===== config.mk =====
export PLATFORM = sky130hd
export DESIGN_NAME = mc_ram_loader
export DESIGN_NICKNAME = d
export VERILOG_FILES = /design/src/rtl/mc_defs.sv /design/src/rtl/mc_word_assembler.sv /design/src/rtl/mc_ram_loader.sv
export SDC_FILE = /design/constraint.sdc
export NUM_CORES = 1
export LEC_CHECK = 0
export ABC_AREA = 1
export CORE_UTILIZATION = 50
export DETAILED_ROUTE_END_ITERATION = 8
export GPL_TIMING_DRIVEN = 0
export PLACE_DENSITY_LB_ADDON = 0.05
export RECOVER_POWER = 25
export SLEW_MARGIN = 25
export SYNTH_ARGS = -nofsm -noshare
export SYNTH_HDL_FRONTEND = slang
export SYNTH_HIERARCHICAL = 1
export SYNTH_SLANG_ARGS = --single-unit

===== constraint.sdc =====
create_clock -name clk -period 4.1 [get_ports clk]
set_clock_uncertainty 0.05 [all_clocks]
set_input_delay 1.025 -clock clk [delete_from_list [all_inputs] [get_ports clk]]
set_output_delay 1.025 -clock clk [all_outputs]
set_load 0.01 [all_outputs]

===== src/rtl/mc_defs.sv =====
// Shared definitions for the microcode control store loader.
package mc_defs;

    localparam int ADDR_W            = 8;
    localparam int WIDTH_DEF         = 64;
    localparam int BYTES_PER_WORD    = WIDTH_DEF / 8;
    localparam int ACCESS_CYCLES_DEF = 2;

    typedef enum logic [2:0] {
        S_IDLE,
        S_COLLECT,
        S_SETUP,
        S_WPULSE,
        S_HOLD,
        S_READ,
        S_CHECK
    } state_t;

    function automatic int bytes_per_word(input int width);
        return width / 8;
    endfunction

endpackage


===== src/rtl/mc_word_assembler.sv =====
// Little-endian byte-to-word assembler; word_ready marks the final byte.
module mc_word_assembler
    import mc_defs::*;
#(
    parameter int WIDTH = WIDTH_DEF
) (
    input  logic             clk,
    input  logic             _reset,
    input  logic             clr,
    input  logic             byte_valid,
    input  logic [7:0]       byte_data,
    output logic [WIDTH-1:0] word,
    output logic             word_ready
);

    localparam int BPW = bytes_per_word(WIDTH);
    localparam int CW  = (BPW > 1) ? $clog2(BPW) : 1;

    logic [CW-1:0]    cnt;
    logic [WIDTH-1:0] sr;

    // Newest byte enters at the top so the first byte ends up in [7:0].
    assign word       = (sr >> 8) | (WIDTH'(byte_data) << (WIDTH - 8));
    assign word_ready = byte_valid && (cnt == CW'(BPW - 1));

    always_ff @(posedge clk or negedge _reset) begin
        if (!_reset) begin
            cnt <= '0;
            sr  <= '0;
        end else if (clr) begin
            cnt <= '0;
        end else if (byte_valid) begin
            sr  <= word;
            cnt <= word_ready ? '0 : cnt + 1'b1;
        end
    end

endmodule


===== src/rtl/mc_ram_loader.sv =====
// Boot loader for the microcode control store: write, read back, verify.
module mc_ram_loader
    import mc_defs::*;
#(
    parameter int WIDTH         = WIDTH_DEF,
    parameter int DEPTH         = 256,
    parameter int ACCESS_CYCLES = ACCESS_CYCLES_DEF
) (
    input  logic              clk,
    input  logic              _reset,
    input  logic              start,
    input  logic [ADDR_W-1:0] base_addr,
    input  logic [8:0]        num_words,
    input  logic [7:0]        load_data,
    input  logic              load_valid,
    output logic              load_ready,
    output logic              _cs,
    output logic              _oe,
    output logic              _w,
    output logic [ADDR_W-1:0] addr,
    output logic [WIDTH-1:0]  wdata,
    input  logic [WIDTH-1:0]  rdata,
    output logic              busy,
    output logic              done,
    output logic              error,
    output logic [ADDR_W-1:0] err_addr
);

    state_t           state;
    logic [3:0]       cyc;
    logic [8:0]       words_left;
    logic [WIDTH-1:0] rd_q;
    logic [WIDTH-1:0] word;
    logic             word_ready;
    logic             take;

    assign take = start && (state == S_IDLE);
    assign busy = (state != S_IDLE);

    mc_word_assembler #(.WIDTH(WIDTH)) u_asm (
        .clk        (clk),
        ._reset     (_reset),
        .clr        (take),
        .byte_valid (load_valid && load_ready),
        .byte_data  (load_data),
        .word       (word),
        .word_ready (word_ready)
    );

    always_ff @(posedge clk or negedge _reset) begin
        if (!_reset) begin
            state      <= S_IDLE;
            cyc        <= '0;
            words_left <= '0;
            rd_q       <= '0;
            load_ready <= 1'b0;
            _cs        <= 1'b1;
            _oe        <= 1'b1;
            _w         <= 1'b1;
            addr       <= '0;
            wdata      <= '0;
            done       <= 1'b0;
            error      <= 1'b0;
            err_addr   <= '0;
        end else begin
            done <= 1'b0;
            unique case (state)
                S_IDLE: if (take) begin
                    error    <= 1'b0;
                    err_addr <= '0;
                    addr     <= base_addr;
                    words_left <= (num_words > 9'(DEPTH)) ? 9'(DEPTH) : num_words;
                    if (num_words == '0) begin
                        done <= 1'b1;
                    end else begin
                        load_ready <= 1'b1;
                        state      <= S_COLLECT;
                    end
                end
                S_COLLECT: if (word_ready) begin
                    wdata      <= word;
                    load_ready <= 1'b0;
                    _cs        <= 1'b0;
                    state      <= S_SETUP;
                end
                S_SETUP: begin
                    _w    <= 1'b0;
                    cyc   <= '0;
                    state <= S_WPULSE;
                end
                S_WPULSE: begin
                    if (cyc == 4'(ACCESS_CYCLES - 1)) begin
                        _w    <= 1'b1;
                        state <= S_HOLD;
                    end else begin
                        cyc <= cyc + 1'b1;
                    end
                end
                S_HOLD: begin
                    _oe   <= 1'b0;
                    cyc   <= '0;
                    state <= S_READ;
                end
                S_READ: begin
                    if (cyc == 4'(ACCESS_CYCLES)) begin
                        rd_q  <= rdata;
                        _oe   <= 1'b1;
                        state <= S_CHECK;
                    end else begin
                        cyc <= cyc + 1'b1;
                    end
                end
                S_CHECK: begin
                    _cs <= 1'b1;
                    if (rd_q != wdata) begin
                        error    <= 1'b1;
                        err_addr <= addr;
                        done     <= 1'b1;
                        state    <= S_IDLE;
                    end else if (words_left == 9'd1) begin
                        done  <= 1'b1;
                        state <= S_IDLE;
                    end else begin
                        addr       <= addr + 1'b1;
                        words_left <= words_left - 1'b1;
                        load_ready <= 1'b1;
                        state      <= S_COLLECT;
                    end
                end
                default: state <= S_IDLE;
            endcase
        end
    end

endmodule


# After elaboration in Yosys (flattened, before gate mapping)
# Cells that the tools add are included.
[totals] reg_bits=233 latch_bits=0 ram_bits=0 mem_bits_ro=0 in_bits=93 elab_cells=113 mem_count=0
[classes] n_addsub=4 mul=0 n_div=0 magnitude_cmp=1 n_eq_ne=21 shifts=0 mux=45 bitwise_logic=2 reduce_logical=25
[ops] op="inequality test 64 bit" count=1
[ops] op="OR 56 x 64 -> 64 bit" count=1
[ops] op="two-way mux 8 bit" count=5
[ops] op="two-way mux 9 bit" count=4
[ops] op="case mux 8 bit (2 select lines)" count=2
[ops] op="two-way mux 3 bit" count=8
[ops] op="case mux 3 bit (7 select lines)" count=1
[ops] op="inequality test 2 bit (second input constant)" count=9
[ops] op="case mux 9 bit (2 select lines)" count=1
[ops] op="two-way mux 1 bit" count=15
[ops] op="== test 3 bit (second input constant)" count=4
[ops] op="case mux 4 bit (3 select lines)" count=1
[ops] op="AND reduction 2 bit" count=6
[ops] op="case mux 1 bit (2 select lines)" count=5
[ops] op="nonzero test 2 bit" count=5
[ops] op="== test 9 x 1 -> 1 bit (second input constant)" count=1
[ops] op="greater-than comparator 9 bit (second input constant)" count=1
[ops] op="zero test 9 bit" count=1
[ops] op="nonzero test 3 bit" count=3
[ops] op="subtractor 9 x 1 -> 9 bit (second input constant)" count=1
[ops] op="adder 8 x 1 -> 8 bit (second input constant)" count=1
[ops] op="two-way mux 4 bit" count=2
[ops] op="== test 3 x 2 -> 1 bit (second input constant)" count=2
[ops] op="AND reduction 3 bit" count=2
[ops] op="other kinds (14)" count=16

# Logic depth before layout (Yosys ltp)
[logic_depth] word_depth=5 mapped_depth=14 depth_no_buf=13

# Hierarchy
# The synthesis kept the hierarchy.
[modules_own_cells] module="mc_ram_loader" n_inst=1 cells_per_inst=1095 area_per_inst_um2=8174.1 seq_area_each_um2=4157.7
[modules_own_cells] module="mc_word_assembler" n_inst=1 cells_per_inst=270 area_per_inst_um2=2374.8 seq_area_each_um2=1476.4

# Worst setup path after synthesis
# Ideal clock, no wire load.
[synth_timing] kind="input to register" startpoint="in load_valid" endpoint="reg wdata[48]" t_arrival_ns=2.011 path_slack_ns=1.913 stages=9 cell_sequence="nand2_1 > inv_1 > nand2_1 > inv_1 > nand3_1 > inv_2 > buf_2 > buf_2 > o21ai_0"
[synth_between] elab_chain_cells=3
[synth_lines] item="start: declaration" line_no="mc_ram_loader.sv:15" text="input logic load_valid,"
[synth_lines] item="logical AND 1 bit" line_no="mc_ram_loader.sv:44" text=".byte_valid (load_valid && load_ready),"
[synth_lines] item="logical AND 1 bit" line_no="mc_word_assembler.sv:24" text="assign word_ready = byte_valid && (cnt == CW'(BPW - 1));"
[synth_lines] item="via word_ready" line_no="mc_ram_loader.sv:34" text="logic word_ready;"
[synth_lines] item="AND reduction 2 bit (no line)"
[synth_lines] item="end signal: assignment" line_no="mc_ram_loader.sv:81" text="wdata <= word;"
[synth_lines] item="end: declaration" line_no="mc_ram_loader.sv:21" text="output logic [WIDTH-1:0] wdata,"
# The timed path passes the listed nets, and every way through them passes these cells.
# A chain may end at the register's enable or synchronous reset.

# Final worst setup path
[layout_timing] startpoint="reg state[1]" endpoint="out busy"
[layout_between] elab_chain_cells=1
[layout_lines] item="start: declaration" line_no="mc_ram_loader.sv:29" text="state_t state;"
[layout_lines] item="start signal: assignment" line_no="mc_ram_loader.sv:52" text="state <= S_IDLE;"
[layout_lines] item="start signal: assignment" line_no="mc_ram_loader.sv:77" text="state <= S_COLLECT;"
[layout_lines] item="start signal: assignment" line_no="mc_ram_loader.sv:84" text="state <= S_SETUP;"
[layout_lines] item="nonzero test 3 bit" line_no="mc_ram_loader.sv:38" text="assign busy = (state != S_IDLE);"
[layout_lines] item="end: declaration" line_no="mc_ram_loader.sv:23" text="output logic busy,"
# Every way passes these cells.

==> out/qor.txt <==
# DRC: 0
Final Worst Setup Slack: 0.997 ns
Routed WL: 28000 um
DIE AREA: 0.0217 mm2
Final Net Count: 1673
Clock-pin slew on the worst setup and hold paths: 0.06 ns
First-pass GRT wire length: 45600 um
Min Tclk post-route: 3.10 ns
Post-Syn Instances: 1365
Gr busiest metal: met2
Finished Cell Area: 0.0135 mm2
Worst Setup EP: busy
Rows: 52
Final worst path period share: 0.757
Initial DRC count: 630
Critical Path Start: state[1]
Setup Viol. Count Final: 0
Pin count of the biggest net entering global routing: 91
Die Width: 147 um
Average wire per standard cell: 15.1 um
Root Driver: clkbuf_16
Cell depth of the worst flop-to-flop path: 10
DR pass1 iterations: 5
Max Slew Vio Count: 80
Htree depth: 1
Critical Path Max Stage Delay: 0.50 ns
Layout cells sized above 1: 0.0749
Flops & latches, synth: 225
Flop-to-flop setup slack: 1.69 ns
Global routing usage on met3: 0.0357
Vias in the first global route: 8844
Syn nets: 1466
Max-capacitance violation count: 1
Cell Area, Synth: 0.0105 mm2
Crit-path slowest cell: clkdlybuf4s50_1
Worst r2r dst: wdata[43]
Reg2reg start: u_asm/cnt[0]
Core Area: 0.0204 mm2
Syn avg cell area: 7.73 um2
Worst-Margin Slew: 1.99 ns
Hold Vio Cnt, Final: 0
Synth warn: 6
Largest fanout on the critical path: 7
Cell depth of the worst setup path: 5
Fmax: 322 MHz
DR vias: 9269
IO Count: 180
Slew headroom: -0.330
ANT nets after route: 0
LEAKAGE: 0.00714 uW
Die outline height: 147 um
Delay-heaviest family, CP: buffers and inverters
GP Congestion: 0.874
Setup CP Type: reg2out
Worst vdd ir: 0.316 mV
Setup crit end kind: output pin
Synth cell types: 36
Status: complete, but fails checks
Vias per cell: 4.99
Met1 GRT Util: 0.389
Ant diodes: 0
Grt ovf: 0
GRT Total Usage: 0.265
Grt met2 use: 0.420
CTS Buffer Depth: 3
CP arrival: 2.03 ns
Buf+Inv Stages, Crit Path: 3
Hold Slack: 0.374 ns
Clock Latency Late Sink: 0.52 ns
Seq/Total Area, Yosys: 0.534
Cts hold-fix bufs: 0
Post-CTS resize count: 0
Worst endpoint required time: 3.02 ns
Clock sink count: 225
Antenna violations before repair: 1
Area growth, synth to finish: 28.1%
Hold WC Path Type: in2async
Cts bufs inserted: 24
IO buf count: 179
RSZ-0062 raised after global routing: false
Dpl hpwl: 19900 um
Failing checks: capacitance limit, slew limit
Area after DPL: 0.0127 mm2
Pwr Density: 594 mW/mm2
CTS tree: done
CP startpoint kind: register
Post-Place Setup Slack: 0.742 ns
Setup bufs post-CTS: 0
Starting Density: 0.516
Cells along the critical path: inv_2, nand2_1, nor2_1, inv_1, clkdlybuf4s50_1
==> final cells by class <==
type | instances | area [um2]
fill | 1805 | 6920
buffer | 56 | 325
tap | 270 | 338
timing repair buffer | 181 | 1830
multi-input combinational | 972 | 4170
inverter | 112 | 423
clock buffer | 35 | 713
sequential | 225 | 5630
clock inverter | 7 | 85.1
==> layer usage <==
layer | wire length (um) | share of wire | up-vias
met3 | 1550 | 0.055 | 47
met4 | 521 | 0.019 | 2
met5 | 13 | 0.00046 | -
met1 | 13100 | 0.47 | 4395
li1 | - | - | 4585
met2 | 12800 | 0.46 | 240
==> power breakdown <==
group	total [uW]	switching (uW)	leakage (uW)	internal (uW)
registers	3480	579	0.00264	2900
clock network	2210	883	0.000398	1320
logic	2340	1350	0.00410	989
total	8020	2810	0.00714	5210
==> flip-flops by register name, indices dropped and copies added (netlist names) <==
register,flops
wdata,64
words_left,9
u_asm/cnt,3
_oe,1
state,3
u_asm/sr,56
err_addr,8
addr,8
load_ready,1
rd_q,64
_w,1
done,1
cyc,4
error,1
_cs,1
==> cells by family after synthesis <==
| family | Yosys count | synth area share |
|---|---|---|
| and+or+nand+nor | 854 | 0.324 |
| DFF | 225 | 0.534 |
| buffers and inverters | 168 | 0.0709 |
| AOI/OAI and AO/OA | 88 | 0.0435 |
| xor gates and xnor gates | 22 | 0.0183 |
| adders and majority gates | 8 | 0.00949 |
==> how the worst min path moves through the flow <==
stage,startpoint,endpoint,slack (ns)
2_1_floorplan,u_asm/sr[8],wdata[0],0.39
3_3_place_gp,_cs,_cs,0.40
3_5_place_dp,_cs,_cs,0.41
4_1_cts,_reset,rd_q[9],0.39
5_1_grt,_reset,rd_q[9],0.41
6_report,_reset,rd_q[9],0.37
==> cells in the final DEF, fill, tap and decap left out, types with 8 or more instances in the layout <==
cell type / n
buf_4: 10
nor2_1: 98
o21ai_0: 78
nand3_1: 34
clkbuf_16: 25
nand2_1: 670
buf_2: 26
xor2_1: 18
inv_2: 8
nand4_1: 24
dfrtp_1: 222
inv_1: 102
nand2_2: 11
clkdlybuf4s50_1: 178
ha_1: 8
clkbuf_1: 19
==> per-stage QoR <==
step | cells | util | total power, uW | setup TNS, ns
after CTS | 1858 | 0.663 | 8060 | 0
after floorplan | 1365 | - | 4950 | 0
after global placement | 1814 | 0.621 | 5740 | -1726.28
final | 1858 | 0.662 | 8020 | 0
after detailed placement | 1816 | 0.624 | 5840 | 0
after global routing | 1858 | 0.662 | 8600 | 0
==> synthesized netlist by cell type <==
cell type / count / share of area
buf_6: 6 / 0.0064
buf_2: 26 / 0.012
xor2_1: 18 / 0.015
nand2_1: 670 / 0.24
o31ai_1: 1 / 0.00071
o21ai_4: 1 / 0.0015
a31oi_1: 1 / 0.00059
buf_4: 10 / 0.0071
xnor2_1: 4 / 0.0033
nand2_2: 11 / 0.0065
nand3_4: 1 / 0.0017
nand3_1: 34 / 0.016
o21ai_1: 2 / 0.00095
nand4_1: 24 / 0.014
nor2_2: 4 / 0.0024
and3_1: 1 / 0.00059
o21ai_0: 78 / 0.037
o211ai_1: 1 / 0.00071
or2_4: 1 / 0.00083
inv_2: 8 / 0.0028
nand3_2: 1 / 0.00095
nor2_1: 98 / 0.035
ha_1: 8 / 0.0095
o22ai_1: 1 / 0.00059
or2_2: 2 / 0.0012
nor3b_1: 1 / 0.00071
inv_1: 102 / 0.036
dfstp_2: 3 / 0.0075
clkbuf_1: 14 / 0.0050
inv_4: 1 / 0.00059
a21oi_1: 3 / 0.0014
nor2_4: 2 / 0.0021
nor3_1: 2 / 0.00095
clkinv_1: 1 / 0.00036
nand2_4: 2 / 0.0021
dfrtp_1: 222 / 0.53
(Power assumes the default switching activity.)
